### src/rtl/spi_proto_pkg.sv
// Shared state encoding and command opcodes for the SPI protocol decoder.
package spi_proto_pkg;

  typedef enum logic [3:0] {
    ST_IDLE,
    ST_CMD,
    ST_REG_ADDR,
    ST_REG_WR,
    ST_REG_RD,
    ST_FB_AH,
    ST_FB_AL,
    ST_FB_DATA,
    ST_DISCARD
  } state_t;

  localparam logic [7:0] CMD_REG_WR = 8'h01;
  localparam logic [7:0] CMD_REG_RD = 8'h02;
  localparam logic [7:0] CMD_SWAP   = 8'h04;
  localparam logic [7:0] CMD_FB_WR  = 8'h80;

endpackage

### src/rtl/spi_proto_decoder.sv
// SPI command decoder: turns one CS_n-low transaction into register-bus
// accesses, 16-bit framebuffer writes or a buffer-swap request, and feeds
// the next MISO byte back to the SPI core. FB_AW must be greater than 8.
module spi_proto_decoder
  import spi_proto_pkg::*;
#(
  parameter int         FB_AW   = 13,
  parameter logic [7:0] ID_BYTE = 8'hA5
) (
  input  logic             clk,
  input  logic             rst,
  input  logic [7:0]       rx_data,
  input  logic             rx_stb,
  output logic [7:0]       tx_data,
  input  logic             tx_ack,
  input  logic             csn_rise,
  input  logic             csn_fall,
  output logic [7:0]       reg_addr,
  output logic [7:0]       reg_wdata,
  output logic             reg_we,
  output logic             reg_re,
  input  logic [7:0]       reg_rdata,
  output logic [FB_AW-1:0] fb_waddr,
  output logic [15:0]      fb_wdata,
  output logic             fb_we,
  output logic             frame_swap
);

  localparam logic [FB_AW-1:0] FB_ONE = {{(FB_AW-1){1'b0}}, 1'b1};

  state_t           r_state;
  state_t           w_state_nxt;
  logic             r_wr_flag;
  logic             r_half;
  logic [7:0]       r_hi;
  logic             r_swap_pend;
  logic             r_rd_cap;
  logic [7:0]       r_tx_data;
  logic [7:0]       r_reg_addr;
  logic [7:0]       r_reg_wdata;
  logic             r_reg_we;
  logic             r_reg_re;
  logic [FB_AW-1:0] r_fb_waddr;
  logic [15:0]      r_fb_wdata;
  logic             r_fb_we;
  logic             r_frame_swap;

  logic             w_byte;
  logic             w_in_txn;
  logic             w_swap_now;

  // A start-of-transaction pulse overrides any byte arriving in the same cycle.
  assign w_byte     = rx_stb && !csn_fall;
  // Read-pipeline activity only counts while the transaction is still open.
  assign w_in_txn   = !csn_rise && !csn_fall;
  // A swap command coincident with CS_n rising must still request the swap.
  assign w_swap_now = r_swap_pend ||
                      (w_byte && (r_state == ST_CMD) && (rx_data == CMD_SWAP));

  // State register.
  always_ff @(posedge clk) begin
    if (rst) r_state <= ST_IDLE;
    else     r_state <= w_state_nxt;
  end

  // Next-state logic: CS_n edges dominate, otherwise advance per received byte.
  always_comb begin
    w_state_nxt = r_state;
    if (csn_fall) begin
      w_state_nxt = ST_CMD;
    end else if (csn_rise) begin
      w_state_nxt = ST_IDLE;
    end else if (rx_stb) begin
      case (r_state)
        ST_CMD: begin
          case (rx_data)
            CMD_REG_WR, CMD_REG_RD: w_state_nxt = ST_REG_ADDR;
            CMD_FB_WR:              w_state_nxt = ST_FB_AH;
            default:                w_state_nxt = ST_DISCARD;
          endcase
        end
        ST_REG_ADDR: w_state_nxt = r_wr_flag ? ST_REG_WR : ST_REG_RD;
        ST_FB_AH:    w_state_nxt = ST_FB_AL;
        ST_FB_AL:    w_state_nxt = ST_FB_DATA;
        default:     w_state_nxt = r_state;
      endcase
    end
  end

  // Datapath: byte capture, bus strobes, address auto-increment and MISO data.
  always_ff @(posedge clk) begin
    if (rst) begin
      r_wr_flag    <= 1'b0;
      r_half       <= 1'b0;
      r_hi         <= 8'h00;
      r_swap_pend  <= 1'b0;
      r_rd_cap     <= 1'b0;
      r_tx_data    <= ID_BYTE;
      r_reg_addr   <= 8'h00;
      r_reg_wdata  <= 8'h00;
      r_reg_we     <= 1'b0;
      r_reg_re     <= 1'b0;
      r_fb_waddr   <= '0;
      r_fb_wdata   <= 16'h0000;
      r_fb_we      <= 1'b0;
      r_frame_swap <= 1'b0;
    end else begin
      r_reg_we     <= 1'b0;
      r_reg_re     <= 1'b0;
      r_fb_we      <= 1'b0;
      r_frame_swap <= 1'b0;
      // reg_rdata is valid the cycle after reg_re; this flag marks that cycle.
      r_rd_cap     <= r_reg_re;

      // Addresses advance the cycle after each write strobe.
      if (r_reg_we) r_reg_addr <= r_reg_addr + 8'd1;
      if (r_fb_we)  r_fb_waddr <= r_fb_waddr + FB_ONE;

      // Late read data from a closed transaction must not reach MISO.
      if (r_rd_cap && (r_state == ST_REG_RD) && w_in_txn) r_tx_data <= reg_rdata;

      if (w_byte) begin
        case (r_state)
          ST_CMD: begin
            r_wr_flag <= (rx_data == CMD_REG_WR);
            if (rx_data == CMD_SWAP) r_swap_pend <= 1'b1;
          end
          ST_REG_ADDR: begin
            r_reg_addr <= rx_data;
            if (!r_wr_flag) r_reg_re <= 1'b1;
          end
          ST_REG_WR: begin
            r_reg_wdata <= rx_data;
            r_reg_we    <= 1'b1;
          end
          ST_FB_AH: r_fb_waddr[FB_AW-1:8] <= rx_data[FB_AW-9:0];
          ST_FB_AL: r_fb_waddr[7:0]       <= rx_data;
          ST_FB_DATA: begin
            if (!r_half) begin
              r_hi   <= rx_data;
              r_half <= 1'b1;
            end else begin
              r_fb_wdata <= {r_hi, rx_data};
              r_fb_we    <= 1'b1;
              r_half     <= 1'b0;
            end
          end
          default: ;
        endcase
      end

      // Each consumed MISO byte in a read fetches the following register.
      if (tx_ack && (r_state == ST_REG_RD) && w_in_txn) begin
        r_reg_addr <= r_reg_addr + 8'd1;
        r_reg_re   <= 1'b1;
      end

      if (csn_rise) begin
        r_half       <= 1'b0;
        r_swap_pend  <= 1'b0;
        r_tx_data    <= ID_BYTE;
        r_frame_swap <= w_swap_now;
      end

      if (csn_fall) begin
        r_half      <= 1'b0;
        r_swap_pend <= 1'b0;
        r_tx_data   <= ID_BYTE;
      end
    end
  end

  assign tx_data    = r_tx_data;
  assign reg_addr   = r_reg_addr;
  assign reg_wdata  = r_reg_wdata;
  assign reg_we     = r_reg_we;
  assign reg_re     = r_reg_re;
  assign fb_waddr   = r_fb_waddr;
  assign fb_wdata   = r_fb_wdata;
  assign fb_we      = r_fb_we;
  assign frame_swap = r_frame_swap;

endmodule

### config.mk
export PLATFORM = sky130hd
export DESIGN_NAME = spi_proto_decoder
export DESIGN_NICKNAME = d
export VERILOG_FILES = /design/src/rtl/spi_proto_pkg.sv /design/src/rtl/spi_proto_decoder.sv
export SDC_FILE = /design/constraint.sdc
export NUM_CORES = 1
export LEC_CHECK = 0
export CELL_PAD_IN_SITES_DETAIL_PLACEMENT = 1
export CELL_PAD_IN_SITES_GLOBAL_PLACEMENT = 1
export CORE_MARGIN = 5
export CORE_UTILIZATION = 40
export CTS_CLUSTER_SIZE = 10
export DETAILED_ROUTE_END_ITERATION = 6
export PLACE_DENSITY = 0.92
export SETUP_SLACK_MARGIN = 0.05
export SYNTH_ARGS = -nofsm -noshare
export SYNTH_HDL_FRONTEND = slang
export SYNTH_SLANG_ARGS = --single-unit
### constraint.sdc
create_clock -name clk -period 3.9 [get_ports clk]
set_input_delay 1.17 -clock clk [delete_from_list [all_inputs] [get_ports clk]]
set_output_delay 1.17 -clock clk [all_outputs]
set_load 0.005 [all_outputs]
# After elaboration in Yosys (flattened, before gate mapping)
# Cells that the tools add are included.
[classes]
n_eq_ne = 11
n_reduce_logical = 27
n_mux = 21
n_shift = 0
bitwise_logic = 4
n_mul = 0
order_cmp = 0
div = 0
add_sub_neg = 2
[op_table]
columns = ["cell", "n"]
rows = [
  ["$mux 8", 5],
  ["$mux 13", 2],
  ["$eq 4x3->1 const B", 4],
  ["$pmux 4 s4", 1],
  ["$add 13x1->13 const B", 1],
  ["$mux 1", 10],
  ["$reduce_and 2->1", 5],
  ["$reduce_and 3->1", 3],
  ["$add 8x1->8 const B", 1],
  ["$eq 4x2->1 const B", 2],
  ["$eq 8x1->1 const B", 1],
  ["$eq 8x2->1 const B", 1],
  ["$eq 8x3->1 const B", 1],
  ["$eq 8x8->1 const B", 1],
  ["$logic_and 1x1->1", 8],
  ["$pmux 4 s2", 1],
  ["$reduce_bool 6->1", 1],
  ["$reduce_or 2->1", 3],
  ["$reduce_or 3->1", 2],
  ["$mux 5", 1],
  ["$eq 4x1->1 const B", 1],
  ["$not 1->1", 4],
  ["$reduce_bool 4->1", 1],
  ["$mux 3", 1],
  ["other kinds (3)", 4],
]
[word_totals]
memories = 0
inputBits = 22
rom_bits = 0
out_inout_bits = 57
ram_bits = 0
register_bits = 73
latch_bits = 0

# Longest topological paths before layout
# Gate-level depths: netlist (run 1).
[depth]
ltp_word = 7
mapped_depth = 7

# Worst setup path after synthesis (run 1)
# OpenSTA, ideal clock, no wires.
[synth_timing]
kind = "input -> register"
start = "input port rx_data[3]"
end = "register r_state[0]"
t_arrival_ns = 2.265
setup_slack_ns = 1.550
t_required_ns = 3.816
stages = 4
setup_time_ns = 0.084
cell_sequence = "or4_4 -> and4bb_4 -> a211oi_2 -> o31ai_2"
[synth_via]
elab_chain_cells = 7
word_cells_on_any_way = 9
cone_classes = "eq/ne: 3; mux: 5; reduce/logical: 1"
[synth_rtl]
columns = ["element", "line_no", "source"]
rows = [
  ["start, declared", "spi_proto_decoder.sv:12", "input logic [7:0] rx_data,"],
  ["$eq 8x1->1 / $eq 8x2->1 (equally long branches)", "spi_proto_decoder.sv:76", "case (rx_data)"],
  ["$reduce_or 2->1", "spi_proto_decoder.sv:76", ""],
  ["$pmux 4 s2 (*)", "spi_proto_decoder.sv:76", ""],
  ["$pmux 4 s4 (*)", "spi_proto_decoder.sv:74", "case (r_state)"],
  ["$mux 1 (*)", "spi_proto_decoder.sv:73", "end else if (rx_stb) begin"],
  ["$mux 1 (*)", "spi_proto_decoder.sv:71", "end else if (csn_rise) begin"],
  ["$mux 1 (*)", "spi_proto_decoder.sv:69", "if (csn_fall) begin"],
  ["end signal, assigned", "spi_proto_decoder.sv:63", "else r_state <= w_state_nxt;"],
  ["end, declared", "spi_proto_decoder.sv:31", "state_t r_state;"],
]
# Mark *: on every way between the ends. The rest lies on a longest branch, timed or not. The select of a mux whose other input is x is not followed.
# A chain may end at the register's enable or synchronous reset.

# Worst setup path in the final report (run 1)
[layout_timing]
start = "input port rx_data[3]"
end = "register r_state[3]"
[layout_via]
elab_chain_cells = 4
word_cells_on_any_way = 6
cone_classes = "eq/ne: 3; mux: 2; reduce/logical: 1"
[layout_rtl]
columns = ["element", "line_no"]
rows = [
  ["$eq 8x1->1 / $eq 8x2->1 (equally long branches)", "spi_proto_decoder.sv:76"],
  ["$reduce_or 2->1", "spi_proto_decoder.sv:76"],
  ["$pmux 4 s2 (*)", "spi_proto_decoder.sv:76"],
  ["$pmux 4 s4 (*)", "spi_proto_decoder.sv:74"],
]
# Mark *: on every way between the ends. The rest lies on a longest branch, timed or not.

==> impl_metrics.xml, run 1 <==
<?xml version="1.0" encoding="UTF-8"?>
<metrics>
  <group name="clock_tree">
    <metric name="clock_transition_at_path_regs" unit="ns">0.09</metric>
    <metric name="cts.htree.levels" unit="">3</metric>
    <metric name="postCtsResizedCells" unit="">0</metric>
    <metric name="ctsHoldBuffers" unit="">0</metric>
    <metric name="cts_setup_buffers" unit="">0</metric>
    <metric name="worstSkewPairLatency" unit="ns">0.36</metric>
    <metric name="tritoncts_clock_tree" unit="">yes</metric>
    <metric name="cts.sinks" unit="">73</metric>
    <metric name="cts_buffer_depth" unit="">2</metric>
    <metric name="ctsRootBufferMaster" unit="">clkbuf_8</metric>
    <metric name="cts-buffers-inserted" unit="">9</metric>
  </group>
  <group name="critical_path">
    <metric name="wp_data_required" unit="ns">4.16</metric>
    <metric name="critical_path_arrival" unit="ns">3.01</metric>
    <metric name="timing.setup.critical_path_class" unit="">primary input to flop</metric>
    <metric name="cpLargestDelayFamily" unit="">simple AND/OR/NAND/NOR gates</metric>
    <metric name="rrSetupSlack" unit="ns">1.45</metric>
    <metric name="worst_path_maximum_fanout" unit="">7</metric>
    <metric name="critPathMaxStageDelay" unit="ns">0.61</metric>
    <metric name="cp.buffers_inverters" unit="">1</metric>
    <metric name="crit_path_top_delay_cell" unit="">or4_4</metric>
    <metric name="type_of_destination_of_the_critical_path" unit="">flop</metric>
    <metric name="cp_cell_sequence" unit="">clkdlybuf4s50_1, or4_4, nor3_1, a2111oi_0, a22o_1</metric>
    <metric name="critPathLaunchType" unit="">primary input</metric>
  </group>
  <group name="global_route">
    <metric name="grt_max_degree" unit="">42</metric>
    <metric name="globalRouteOverflowTotal" unit="">0</metric>
    <metric name="all_layer_gr_usage" unit="%">19.8</metric>
    <metric name="first_global_vias" unit="">3125</metric>
    <metric name="wire_length_of_the_first_global_routing_pass" unit="mm">16.0</metric>
    <metric name="grt_antenna_before_repair" unit="">0</metric>
  </group>
  <group name="sta">
    <metric name="slew_viol_final" unit="">0</metric>
    <metric name="setup_viol_count_final" unit="">0</metric>
    <metric name="post-route-period-util" unit="%">70.5</metric>
    <metric name="timing.fmax" unit="MHz">364</metric>
    <metric name="totalNegativeSetupSlack" unit="ns">0</metric>
    <metric name="clock_period_minus_worst_slack" unit="ns">2.75</metric>
    <metric name="timing_worst_slew_pin_value" unit="ns">1.06</metric>
    <metric name="finalHoldViolations" unit="">0</metric>
    <metric name="setup_repair_after_global_routing_missed_its_margin" unit="">no</metric>
    <metric name="post_route_skew" unit="ns">0.00734</metric>
    <metric name="slew_headroom" unit="%">29.2</metric>
    <metric name="holdWs" unit="ns">0.492</metric>
  </group>
  <group name="layout">
    <metric name="numnets_final" unit="">459</metric>
    <metric name="num-fill-cells" unit="">946</metric>
    <metric name="antennaDiodeCount" unit="">0</metric>
    <metric name="instances_no_fill" unit="">545</metric>
    <metric name="layout_cells_sized_above_1" unit="%">7.73</metric>
    <metric name="syn2layout_area_growth" unit="%">29.3</metric>
  </group>
  <group name="synth">
    <metric name="postSynthRegisterBits" unit="">73</metric>
    <metric name="netlist_area" unit="sq um">3370</metric>
    <metric name="synth_edf_count" unit="">0</metric>
    <metric name="synth.area.top_cells" unit="">dfxtp_1, mux2i_1, nor2_1</metric>
    <metric name="post_synth_inst_count" unit="">363</metric>
    <metric name="ys_dominant_reg_cell" unit="">dfxtp_1</metric>
    <metric name="synth_top_area_share" unit="%">43.4</metric>
    <metric name="yosysWarningCount" unit="">0</metric>
    <metric name="synth_common_cells" unit="">dfxtp_1, nor2_1, mux2i_1</metric>
    <metric name="synthMostInstantiatedCell" unit="">dfxtp_1</metric>
    <metric name="syn-mean-instance-area" unit="sq um">9.27</metric>
    <metric name="asyncSetResetFlopFracSynth" unit="%">0</metric>
    <metric name="synth_seq_area_share" unit="%">43.4</metric>
    <metric name="synth_largest_area_cell" unit="">dfxtp_1</metric>
    <metric name="postSynthNetCount" unit="">387</metric>
    <metric name="distinct_cell_type_count_after_synthesis" unit="">57</metric>
  </group>
  <group name="die">
    <metric name="chip_width" unit="microns">102</metric>
    <metric name="starting_density" unit="%">41.0</metric>
    <metric name="core_area" unit="sq um">8220</metric>
    <metric name="die_area" unit="sq um">10300</metric>
    <metric name="die_height" unit="microns">102</metric>
    <metric name="core.rowCount" unit="">33</metric>
    <metric name="boundaryPins" unit="">79</metric>
  </group>
  <group name="detailed_routing">
    <metric name="ant_nets" unit="">0</metric>
    <metric name="detailedRoute.firstIterationViolations" unit="">97</metric>
    <metric name="routed_wire_length_per_instance" unit="microns">18.2</metric>
    <metric name="detail_route.wirelength" unit="mm">9.95</metric>
    <metric name="route.vias.total" unit="">2954</metric>
    <metric name="drt-pass1-iter-count" unit="">4</metric>
    <metric name="vias_per_cell" unit="">5.42</metric>
    <metric name="detail_route.drc_violations" unit="">0</metric>
  </group>
  <group name="place">
    <metric name="number_of_cells_after_detailed_placement" unit="">529</metric>
    <metric name="post-dp-hpwl" unit="mm">7.10</metric>
    <metric name="portBuffers" unit="">78</metric>
    <metric name="gp_congestion" unit="">0.848</metric>
  </group>
  <group name="power_and_ir_drop">
    <metric name="power-per-cell-area" unit="nW/um^2">320</metric>
    <metric name="max-vdd-ir-drop" unit="V">0.000214</metric>
    <metric name="leakage" unit="nW">1.72</metric>
  </group>
  <group name="flow_run">
    <metric name="drv.max_cap_violation_count" unit="">0</metric>
  </group>
  <group name="hold_path">
    <metric name="timing.hold.worst.class" unit="">flop to flop</metric>
  </group>
  <group name="run_status">
    <metric name="status" unit="">completed</metric>
  </group>
</metrics>
## flip-flops by register name (all words and copies together) (netlist names), 4 cells and up
register and cells:
tx_data 8, reg_wdata 8, fb_wdata 16, fb_waddr 13, r_hi 8, r_state 4, reg_addr 8
## worst paths after layout
path	start	to	cells past startpoint
min	reg_re	r_rd_cap	1
max reg2reg	r_state[1]	reg_addr[6]	4
min reg2reg	reg_re	r_rd_cap	1
max	rx_data[3]	r_state[3]	5
## metal layers
metal  vias to the layer above  GRT usage [%]  part of all wire, %
li1                       1426              -                    -
met4                         0           6.44                  1.4
met5                         -              0                    0
met2                        84           33.0                   48
met1                      1430           25.0                   44
met3                        14           5.23                  5.9
## kinds of logic after synthesis
family	synth area share (%)
AO/OA/AOI/OAI	10.7
XOR/XNOR	5.20
adder cells (fa/ha/maj)	0.743
buffers and inverters	5.02
flip-flops	43.4
multiplexers	12.5
AND/OR/NAND/NOR	22.4
## cell type report
class,count,area (sq um),share of cell area [%]
timing repair buffer,85,828,19.0
sequential,73,1460,33.6
inverter,3,11.3,0.259
clock inverter,7,61.3,1.41
clock buffer,9,124,2.85
multi-input combinational,263,1740,39.9
tap,105,131,3.02
## cells in the final DEF (no fill, tap or decap), types with 3 or more instances in the layout
master and instances:
clkdlybuf4s50_1 77, dfxtp_1 73, nor2_1 67, mux2i_1 41
nand2_1 17, a21oi_1 14, xnor2_1 11, a211oi_1 11
xor2_1 9, clkbuf_8 9, nand4_1 8, nor3_1 8
nand3_1 7, o21ai_0 7, buf_4 7, and3_1 6
nand2b_1 6, or3_1 4, and4_1 3, inv_1 3
nor4_1 3, inv_6 3
## power breakdown
| group | leakage, nW | total [mW] | switching, mW | internal (mW) |
|---|---|---|---|---|
| Combinational | 1.04 | 0.0729 | 0.0415 | 0.0314 |
| Sequential | 0.588 | 0.750 | 0.00357 | 0.746 |
| Clock | 0.0888 | 0.569 | 0.326 | 0.243 |
| Total | 1.72 | 1.39 | 0.371 | 1.02 |
## stage by stage
stage          worst slack, ns  total power [mW]  utilization [%]  area [sq um]
4_1_cts                   1.19              1.41             53.0          4350
3_5_place_dp             0.826             0.839             50.7          4170
5_1_grt                   1.09              1.45             53.0          4350
3_3_place_gp             0.890             0.838             50.7          4170
2_1_floorplan             1.55             0.804                -          3370
6_report                  1.15              1.39             53.0          4350
No activity file was read; power rests on OpenSTA's default activity.
==> run 2, diff against run 1 <==
--- a/config.mk
+++ b/config.mk
@@ -8,10 +8,10 @@
 export CELL_PAD_IN_SITES_DETAIL_PLACEMENT = 1
 export CELL_PAD_IN_SITES_GLOBAL_PLACEMENT = 1
 export CORE_MARGIN = 5
-export CORE_UTILIZATION = 40
+export CORE_UTILIZATION = 37
 export CTS_CLUSTER_SIZE = 10
 export DETAILED_ROUTE_END_ITERATION = 6
-export PLACE_DENSITY = 0.92
+export PLACE_DENSITY = 0.87
 export SETUP_SLACK_MARGIN = 0.05
 export SYNTH_ARGS = -nofsm -noshare
 export SYNTH_HDL_FRONTEND = slang
==> constraint.sdc (replaced) <==
create_clock -name clk -period 2.85 [get_ports clk]
set_input_delay 0.855 -clock clk [delete_from_list [all_inputs] [get_ports clk]]
set_output_delay 0.855 -clock clk [all_outputs]
set_load 0.005 [all_outputs]
==> impl_metrics.xml, run 2 (synthesis results as in run 1) <==
<?xml version="1.0" encoding="UTF-8"?>
<metrics>
  <group name="global_route">
    <metric name="grt_max_degree" unit="">47</metric>
    <metric name="globalRouteOverflowTotal" unit="">0</metric>
    <metric name="wire_length_of_the_first_global_routing_pass" unit="mm">16.8</metric>
    <metric name="grt_antenna_before_repair" unit="">0</metric>
    <metric name="first_global_vias" unit="">3201</metric>
    <metric name="all_layer_gr_usage" unit="%">18.7</metric>
  </group>
  <group name="clock_tree">
    <metric name="ctsHoldBuffers" unit="">0</metric>
    <metric name="ctsRootBufferMaster" unit="">clkbuf_8</metric>
    <metric name="cts-buffers-inserted" unit="">9</metric>
    <metric name="cts.sinks" unit="">73</metric>
    <metric name="clock_transition_at_path_regs" unit="ns">0.08</metric>
    <metric name="cts_setup_buffers" unit="">0</metric>
    <metric name="worstSkewPairLatency" unit="ns">0.36</metric>
    <metric name="tritoncts_clock_tree" unit="">yes</metric>
    <metric name="postCtsResizedCells" unit="">0</metric>
    <metric name="cts.htree.levels" unit="">3</metric>
    <metric name="cts_buffer_depth" unit="">2</metric>
  </group>
  <group name="sta">
    <metric name="timing.fmax" unit="MHz">416</metric>
    <metric name="post-route-period-util" unit="%">84.3</metric>
    <metric name="slew_viol_final" unit="">0</metric>
    <metric name="clock_period_minus_worst_slack" unit="ns">2.40</metric>
    <metric name="setup_repair_after_global_routing_missed_its_margin" unit="">no</metric>
    <metric name="setup_viol_count_final" unit="">0</metric>
    <metric name="totalNegativeSetupSlack" unit="ns">0</metric>
    <metric name="finalHoldViolations" unit="">0</metric>
    <metric name="post_route_skew" unit="ns">0.0111</metric>
    <metric name="timing_worst_slew_pin_value" unit="ns">0.638</metric>
    <metric name="slew_headroom" unit="%">56.3</metric>
  </group>
  <group name="hold_path">
    <metric name="timing.hold.worst.class" unit="">flop to flop</metric>
    <metric name="holdPathEnd" unit="">tx_data[2]</metric>
    <metric name="worst_hold_path.num_cells" unit="">2</metric>
    <metric name="hold_path.startpoint" unit="">tx_data[2]</metric>
  </group>
  <group name="place">
    <metric name="portBuffers" unit="">78</metric>
    <metric name="post-dp-hpwl" unit="mm">7.33</metric>
    <metric name="gp_congestion" unit="">0.885</metric>
  </group>
  <group name="power_and_ir_drop">
    <metric name="leakage" unit="nW">1.78</metric>
    <metric name="power.sequential.fraction" unit="%">51.1</metric>
    <metric name="max-vdd-ir-drop" unit="V">0.000300</metric>
    <metric name="power-per-cell-area" unit="nW/um^2">451</metric>
    <metric name="cell_internal_power" unit="mW">1.49</metric>
    <metric name="net_sw_share" unit="%">25.6</metric>
    <metric name="power_switching" unit="uW">514</metric>
    <metric name="power.combinational.fraction" unit="%">5.6</metric>
    <metric name="power.share.clock" unit="%">43.3</metric>
  </group>
  <group name="layout">
    <metric name="syn2layout_area_growth" unit="%">32.3</metric>
    <metric name="number_of_flip_flops_in_the_largest_register" unit="">16</metric>
    <metric name="numnets_final" unit="">469</metric>
    <metric name="layout.cells.most_common" unit="">clkdlybuf4s50_1</metric>
    <metric name="most-common-layout-cells" unit="">clkdlybuf4s50_1, dfxtp_1, nor2_1</metric>
    <metric name="layout_cells_sized_above_1" unit="%">9.78</metric>
    <metric name="postLayoutCoreUtil" unit="%">50.6</metric>
    <metric name="antennaDiodeCount" unit="">0</metric>
  </group>
  <group name="critical_path">
    <metric name="wp_data_required" unit="ns">3.09</metric>
    <metric name="worst_path_maximum_fanout" unit="">3</metric>
    <metric name="rrSetupSlack" unit="ns">1.00</metric>
    <metric name="reg2reg_to" unit="">tx_data[0]</metric>
    <metric name="cp_cell_sequence" unit="">clkdlybuf4s50_1, or4_4, nor3_1, a2111oi_0, a22o_1</metric>
    <metric name="critPathMaxStageDelay" unit="ns">0.57</metric>
    <metric name="crit_path_top_delay_cell" unit="">or4_4</metric>
    <metric name="type_of_destination_of_the_critical_path" unit="">flop</metric>
    <metric name="r2r.worst_path.cells" unit="">4</metric>
    <metric name="critical_path_arrival" unit="ns">2.65</metric>
    <metric name="critPathLaunchType" unit="">primary input</metric>
    <metric name="timing.setup.critical_path_class" unit="">primary input to flop</metric>
    <metric name="worst_r2r_startpoint" unit="">r_state[2]</metric>
  </group>
  <group name="detailed_routing">
    <metric name="routed_wire_length_per_instance" unit="microns">18.2</metric>
    <metric name="ant_nets" unit="">0</metric>
    <metric name="route.vias.total" unit="">3012</metric>
    <metric name="detail_route.drc_violations" unit="">0</metric>
    <metric name="detailedRoute.firstIterationViolations" unit="">115</metric>
    <metric name="vias_per_cell" unit="">5.40</metric>
    <metric name="detail_route.wirelength" unit="mm">10.1</metric>
    <metric name="drt-pass1-iter-count" unit="">4</metric>
  </group>
  <group name="die">
    <metric name="die_area" unit="sq um">11100</metric>
    <metric name="core_area" unit="sq um">8810</metric>
    <metric name="die_height" unit="microns">105</metric>
    <metric name="chip_width" unit="microns">105</metric>
    <metric name="core.rowCount" unit="">34</metric>
    <metric name="starting_density" unit="%">38.2</metric>
    <metric name="boundaryPins" unit="">79</metric>
  </group>
  <group name="run_status">
    <metric name="status" unit="">completed</metric>
  </group>
  <group name="flow_run">
    <metric name="drv.max_cap_violation_count" unit="">0</metric>
  </group>
</metrics>
==> run 2: layer usage <==
metal	GRT usage [%]	vias up	part of all wire, %	wire (microns)
met3	6.30	8	5.9	600
li1	-	1445	-	-
met1	22.4	1487	44	4420
met2	32.7	72	50	5030
met5	0	-	0	0
met4	3.66	0	0.81	82
==> run 2: worst max-delay path: cells and delay by family <==
family | cells | cell delay [ns]
buffers and inverters | 1 | 0.46
AND/OR/NAND/NOR | 2 | 0.89
AO/OA/AOI/OAI | 2 | 0.45
==> run 2: how the worst max path moves through the flow <==
| stage | from | endpoint | slack [ns] | depth (start not counted) |
|---|---|---|---|---|
| after global placement | rx_data[3] | r_state[0] | 0.30 | 5 |
| after detailed placement | rx_data[3] | r_state[3] | 0.14 | 5 |
| after floorplan | rx_data[3] | r_state[0] | 0.82 | 4 |
| after CTS | rx_data[3] | r_state[3] | 0.46 | 5 |
| final | rx_data[3] | r_state[3] | 0.45 | 5 |
| after global routing | rx_stb | reg_wdata[3] | 0.38 | 5 |
==> run 2: area by class of cell <==
type / count / area (sq um)
clock buffer: 9 / 124
clock inverter: 7 / 83.8
multi-input combinational: 263 / 1740
inverter: 3 / 11.3
sequential: 73 / 1460
timing repair buffer: 95 / 903
tap: 108 / 135
fill: 1010 / 4350
==> run 2: power by group through the flow <==
stage	registers [mW]	clock network [mW]	logic (mW)
global placement	1.05	0	0.108
CTS	1.03	0.886	0.112
finish	1.03	0.868	0.113
detailed placement	1.05	0	0.111
global route	1.03	0.935	0.120
floorplan	1.05	0	0.0530
==> run 2: per-stage QoR <==
step / instances / cell area, sq um / worst slack, ns / hold WS [ns] / power, mW
after floorplan: 363 / 3370 / 0.815 / 0.428 / 1.10
after global placement: 542 / 4250 / 0.296 / 0.455 / 1.16
after detailed placement: 542 / 4250 / 0.141 / 0.462 / 1.16
after CTS: 558 / 4450 / 0.458 / 0.485 / 2.02
after global routing: 558 / 4450 / 0.378 / 0.502 / 2.08
final: 558 / 4450 / 0.448 / 0.479 / 2.01
==> run 3, diff against run 2 <==
==> constraint.sdc (replaced) <==
create_clock -name clk -period 2.5 [get_ports clk]
set_input_delay 0.75 -clock clk [delete_from_list [all_inputs] [get_ports clk]]
set_output_delay 0.75 -clock clk [all_outputs]
set_load 0.005 [all_outputs]
==> impl_metrics.xml, run 3 (synthesis results as in run 1) <==
<?xml version="1.0" encoding="UTF-8"?>
<metrics>
  <group name="critical_path">
    <metric name="r2r.worst_path.cells" unit="">4</metric>
    <metric name="cpLargestDelayFamily" unit="">simple AND/OR/NAND/NOR gates</metric>
    <metric name="critPathMaxStageDelay" unit="ns">0.58</metric>
    <metric name="path_depth" unit="">5</metric>
    <metric name="critical_path_arrival" unit="ns">2.48</metric>
    <metric name="crit_path_top_delay_cell" unit="">or4_4</metric>
    <metric name="reg2reg_to" unit="">tx_data[6]</metric>
    <metric name="wp_data_required" unit="ns">2.74</metric>
    <metric name="cp_cell_sequence" unit="">clkdlybuf4s50_1, or4_4, nor3_1, a2111oi_0, a22o_1</metric>
    <metric name="type_of_destination_of_the_critical_path" unit="">flop</metric>
    <metric name="critPathLaunchType" unit="">primary input</metric>
    <metric name="worst_r2r_startpoint" unit="">r_state[2]</metric>
    <metric name="timing.setup.critical_path_class" unit="">primary input to flop</metric>
    <metric name="crit_path_start" unit="">rx_data[3]</metric>
    <metric name="cp.buffers_inverters" unit="">1</metric>
    <metric name="rrSetupSlack" unit="ns">0.68</metric>
    <metric name="worstSetupEndpoint" unit="">r_state[3]</metric>
    <metric name="worst_path_maximum_fanout" unit="">3</metric>
  </group>
  <group name="global_route">
    <metric name="globalRouteOverflowTotal" unit="">0</metric>
    <metric name="all_layer_gr_usage" unit="%">18.5</metric>
    <metric name="first_global_vias" unit="">3222</metric>
    <metric name="grt_antenna_before_repair" unit="">0</metric>
    <metric name="grt_max_degree" unit="">47</metric>
    <metric name="wire_length_of_the_first_global_routing_pass" unit="mm">16.6</metric>
  </group>
  <group name="sta">
    <metric name="post-route-worst-setup-slack" unit="ns">0.266</metric>
    <metric name="slew_headroom" unit="%">54.5</metric>
    <metric name="timing.fmax" unit="MHz">448</metric>
    <metric name="slew_viol_final" unit="">0</metric>
    <metric name="finalHoldViolations" unit="">0</metric>
    <metric name="holdWs" unit="ns">0.472</metric>
    <metric name="post_route_skew" unit="ns">0.00750</metric>
    <metric name="post-route-period-util" unit="%">89.4</metric>
    <metric name="setup_repair_after_global_routing_missed_its_margin" unit="">no</metric>
    <metric name="clock_period_minus_worst_slack" unit="ns">2.23</metric>
    <metric name="setup_viol_count_final" unit="">0</metric>
    <metric name="timing_worst_slew_pin_value" unit="ns">0.665</metric>
  </group>
  <group name="die">
    <metric name="starting_density" unit="%">38.2</metric>
    <metric name="die_height" unit="microns">105</metric>
    <metric name="core_area" unit="sq um">8810</metric>
    <metric name="boundaryPins" unit="">79</metric>
    <metric name="chip_width" unit="microns">105</metric>
    <metric name="core.rowCount" unit="">34</metric>
    <metric name="die_area" unit="sq um">11100</metric>
  </group>
  <group name="layout">
    <metric name="antennaDiodeCount" unit="">0</metric>
    <metric name="layout.cells.most_common" unit="">clkdlybuf4s50_1</metric>
    <metric name="syn2layout_area_growth" unit="%">32.6</metric>
    <metric name="most-common-layout-cells" unit="">clkdlybuf4s50_1, dfxtp_1, nor2_1</metric>
    <metric name="instances_no_fill" unit="">562</metric>
    <metric name="numnets_final" unit="">473</metric>
    <metric name="number_of_flip_flops_in_the_largest_register" unit="">16</metric>
    <metric name="layout_cells_sized_above_1" unit="%">10.6</metric>
    <metric name="finalInstanceArea" unit="sq um">4460</metric>
  </group>
  <group name="clock_tree">
    <metric name="cts_buffer_depth" unit="">2</metric>
    <metric name="cts-buffers-inserted" unit="">9</metric>
    <metric name="ctsRootBufferMaster" unit="">clkbuf_8</metric>
    <metric name="worstSkewPairLatency" unit="ns">0.35</metric>
    <metric name="clock_transition_at_path_regs" unit="ns">0.08</metric>
    <metric name="cts_setup_buffers" unit="">0</metric>
    <metric name="postCtsResizedCells" unit="">0</metric>
    <metric name="tritoncts_clock_tree" unit="">yes</metric>
    <metric name="cts.sinks" unit="">73</metric>
    <metric name="ctsHoldBuffers" unit="">0</metric>
    <metric name="cts.htree.levels" unit="">3</metric>
  </group>
  <group name="power_and_ir_drop">
    <metric name="leakage" unit="nW">1.79</metric>
    <metric name="max-vdd-ir-drop" unit="V">0.000266</metric>
    <metric name="finalPower" unit="mW">2.19</metric>
    <metric name="power-per-cell-area" unit="nW/um^2">490</metric>
  </group>
  <group name="flow_run">
    <metric name="drv.max_cap_violation_count" unit="">0</metric>
  </group>
  <group name="detailed_routing">
    <metric name="detailedRoute.firstIterationViolations" unit="">96</metric>
    <metric name="drt-pass1-iter-count" unit="">4</metric>
    <metric name="ant_nets" unit="">0</metric>
    <metric name="route.vias.total" unit="">3003</metric>
    <metric name="routed_wire_length_per_instance" unit="microns">17.9</metric>
    <metric name="detail_route.wirelength" unit="mm">10.1</metric>
    <metric name="vias_per_cell" unit="">5.34</metric>
    <metric name="detail_route.drc_violations" unit="">0</metric>
  </group>
  <group name="place">
    <metric name="number_of_cells_after_detailed_placement" unit="">546</metric>
    <metric name="placed_cell_area" unit="sq um">4280</metric>
    <metric name="dp_worst_slack" unit="ns">-0.0567</metric>
    <metric name="portBuffers" unit="">78</metric>
    <metric name="gp_congestion" unit="">0.854</metric>
    <metric name="post-dp-hpwl" unit="mm">7.30</metric>
  </group>
  <group name="run_status">
    <metric name="status" unit="">completed</metric>
  </group>
  <group name="hold_path">
    <metric name="timing.hold.worst.class" unit="">flop to flop</metric>
  </group>
</metrics>
[run 3: cell count changes in the layout (fill, tap and decap cells not counted)]
cell	change
bufinv_16	-1
inv_6	-1
clkinv_4	+2
buf_4	+4
[run 3: worst reg2reg max path, stage by stage (launching register included)]
cell	delay, ns
dfxtp_1	0.55
nor2b_2	0.34
nand3_1	0.44
mux2i_1	0.33
nor2_1	0.06
[run 3: per-layer routing]
layer,share of wire [%],wire (microns),GRT usage [%]
met1,45,4500,22.9
met3,5.8,586,4.83
met5,0,0,0
met2,48,4860,31.7
met4,1.2,124,5.34
[run 3: worst min path at each step]
stage,startpoint,end,slack [ns],depth (start not counted)
2_1_floorplan,r_swap_pend,r_swap_pend,0.43,2
3_3_place_gp,tx_data[7],tx_data[7],0.45,2
3_5_place_dp,reg_re,r_rd_cap,0.46,1
4_1_cts,reg_re,r_rd_cap,0.48,1
5_1_grt,reg_re,r_rd_cap,0.49,1
6_report,reg_re,r_rd_cap,0.47,1
[run 3: layout make-up]
cell class                      instances  area (sq um)
Inverter                                3          11.3
Clock inverter                          7          62.6
Multi-Input combinational cell        263          1740
Fill cell                            1019          4340
Tap cell                              108           135
Sequential cell                        73          1460
Clock buffer                            9           124
Timing Repair Buffer                   99           933
[run 3: where the power goes]
group	internal [mW]	switching, mW
registers	1.16	0.00545
logic	0.0597	0.0708
clock network	0.379	0.508
total	1.60	0.584
[run 3: through the flow]
stage	util, %	TNS, ns
global route	50.7	0
global placement	48.6	0
CTS	50.7	0
floorplan	-	0
finish	50.7	0
detailed placement	48.6	-0.128
==> patch (config.mk and constraints of run 2) <==
Make the reset (`rst`) asynchronous in 2 clocked blocks.
--- a/src/rtl/spi_proto_decoder.sv
+++ b/src/rtl/spi_proto_decoder.sv
@@ -58,7 +58,7 @@
                       (w_byte && (r_state == ST_CMD) && (rx_data == CMD_SWAP));
 
   // State register.
-  always_ff @(posedge clk) begin
+  always_ff @(posedge clk or posedge rst) begin
     if (rst) r_state <= ST_IDLE;
     else     r_state <= w_state_nxt;
   end
@@ -88,7 +88,7 @@
   end
 
   // Datapath: byte capture, bus strobes, address auto-increment and MISO data.
-  always_ff @(posedge clk) begin
+  always_ff @(posedge clk or posedge rst) begin
     if (rst) begin
       r_wr_flag    <= 1'b0;
       r_half       <= 1'b0;
Formal check against the unedited RTL: differs if rst is asserted again (counterexample within 4 cycles, from zero or initial values and one cycle with rst high); with rst held inactive, the same outputs for 4 cycles.
==> patch against run 2 <==
- synthesized area increased by 2.6%
- sequential cell count unchanged
- worst setup slack got worse by 0.017 ns
- critical path type unchanged
- count of clock-buffer cells in the layout increased by 1
- core utilization decreased by 0.45 points
- clock power decreased by 15%
- critical path depth unchanged
- hold slack got worse by 0.066 ns
- power decreased by 5.4%
- final area increased by 3.0%
- global-route usage decreased by 0.48 points
- routed wire length decreased by 2.8%
- fmax decreased by 0.68%
==> patch: results (changes against run 2) <==
* Main area contributors after synthesis: dfrtp_1, mux2_1, a21oi_1, dfstp_2, nor2_1
* Port bufs at 78 (unchanged)
* DR vias/cell at 5.36 (-0.66%)
* Warnings, synthesis at 0 (unchanged)
* Sw Pwr at 0.491 mW (-4.6%)
* Delay-heaviest family, CP: simple AND/OR/NAND/NOR gates
* Setup Buffers After CTS at 0 (unchanged)
* DRT Pass-1 Iters at 5 (+1)
* Largest net degree at the start of global routing at 74 (+57%)
* Yosys cell types at 52 (-8.8%)
* Register area share after synthesis at 53.0% (+9.6 points)
* Nets at 427 (-9.0%)
* Register-to-register setup slack at 0.62 ns (-0.38 ns)
* Antenna cell count at 0 (unchanged)
* Clock skew at 0.0124 ns (+0.00130 ns)
* Synth top cells by count: dfrtp_1, a21oi_1, mux2_1, nor2_1, nand2_1
* CP Data Arrival Time at 2.67 ns (+0.02 ns)
* H-tree levels at 3 (unchanged)
* Clock slew seen by the registers of the worst setup and hold paths at 0.08 ns (about the same)
* Place WS at 0.0971 ns (-0.0437 ns)
* Worst hold path class: flip-flop to flip-flop
* First-pass GRT wire length at 16000 microns (-4.8%)
* Initial antenna violation count at 0 (unchanged)
* Reg-to-reg critical path endpoint: reg_addr[7]
* Leak Pwr at 2.00 nW (+12%)
* RePlAce Congestion at 0.817 (-7.7%)
* Max stage delay on crit path at 0.64 ns (+0.07 ns)
* Slowest cell on crit path: or4_1
* Max reg flops at 16 (unchanged)
* Top sig layer: met4
* Worst VDD drop at 264 uV (-12%)
* Met3 usage at 3.97% (-2.3 points)
* # fillers at 1008 (-0.20%)
* CTS max path bufs at 2 (unchanged)
* CP max FO at 4 (+1)
* Worst slew margin at 57.0% (+0.65 points)
* M1 WL at 4340 microns (-1.8%)
* Num CTS Buffers at 9 (unchanged)
* GRT Total Usage at 18.2% (-0.48 points)
* Hold endpoint: r_rd_cap
* Met1 Track Usage GR at 22.4% (about the same)
* Placed wire-length estimate at 7240 microns (-1.3%)
* 1st-iter DRT viols at 109 (-5.2%)
* WHS Path Cells at 0 (-2)
* Hold path start: reg_re
* Outcome: completed
* FFs w/ async S/R, synth at 100% (+100 points)
* Metal2 WL at 4990 microns (-0.85%)
* Reg-to-Reg Start: r_state[1]
* Syn Nets at 338 (-13%)
* Drt wl/cell at 19.0 microns (+4.5%)
* Met3 wire len at 312 microns (-48%)
* Clk_lat worst skew at 0.36 ns (about the same)
* Grt met2 use at 31.3% (-1.4 points)
* Post-synth top flop: dfrtp_1
* Number of global-route vias before repair at 2978 (-7.0%)
* Layout cell share with drive strength beyond 1 at 12.5% (+2.7 points)
* EDFF count, synth at 0 (unchanged)
[patch: final cells by class]
class	instances	area share, %
timing repair buffer	94	19.9
multi-input combinational	218	32.9
tap	111	3.03
sequential	73	39.9
clock inverter	6	0.927
inverter	7	0.573
clock buffer	10	2.78
[patch: logic make-up (layout without fill, tap and decap cells)]
| kind of cell | after synthesis | in the layout | synth area share, % |
|---|---|---|---|
| buffers and inverters | 23 | 117 | 3.30 |
| DFF | 73 | 73 | 53.0 |
| and+or+nand+nor | 118 | 118 | 19.2 |
| AOI/OAI and AO/OA | 50 | 50 | 9.17 |
| adders and majority gates | 2 | 2 | 0.725 |
| muxes | 34 | 34 | 11.1 |
| xor gates and xnor gates | 14 | 14 | 3.55 |
[patch: power by group through the flow]
stage | combinational (mW) | clock [mW] | sequential (mW)
floorplan | 0.0487 | 0 | 1.06
global route | 0.129 | 0.803 | 1.05
finish | 0.118 | 0.735 | 1.05
global placement | 0.116 | 0 | 1.07
detailed placement | 0.119 | 0 | 1.07
CTS | 0.120 | 0.748 | 1.05
[patch: through the flow]
step,instance area (sq um),utilization (%),std cells,hold slack [ns],power (mW)
2_1_floorplan,3450,-,314,0.376,1.11
3_3_place_gp,4420,48.3,503,0.385,1.18
3_5_place_dp,4420,48.3,503,0.398,1.18
4_1_cts,4590,50.1,519,0.425,1.91
5_1_grt,4590,50.1,519,0.429,1.98
6_report,4590,50.1,519,0.413,1.90
[patch: how the worst max path moves through the flow]
stage                     depth (start not counted)  slack, ns      endpoint  startpoint
after floorplan                                   1       0.15   fb_waddr[0]         rst
after global placement                            5       0.18    r_state[3]  rx_data[6]
after detailed placement                          5        0.1    r_state[0]  rx_data[6]
after CTS                                         6       0.45  reg_wdata[6]      rx_stb
after global routing                              6       0.32  reg_wdata[6]      rx_stb
final                                             5       0.43    r_state[0]  rx_data[6]
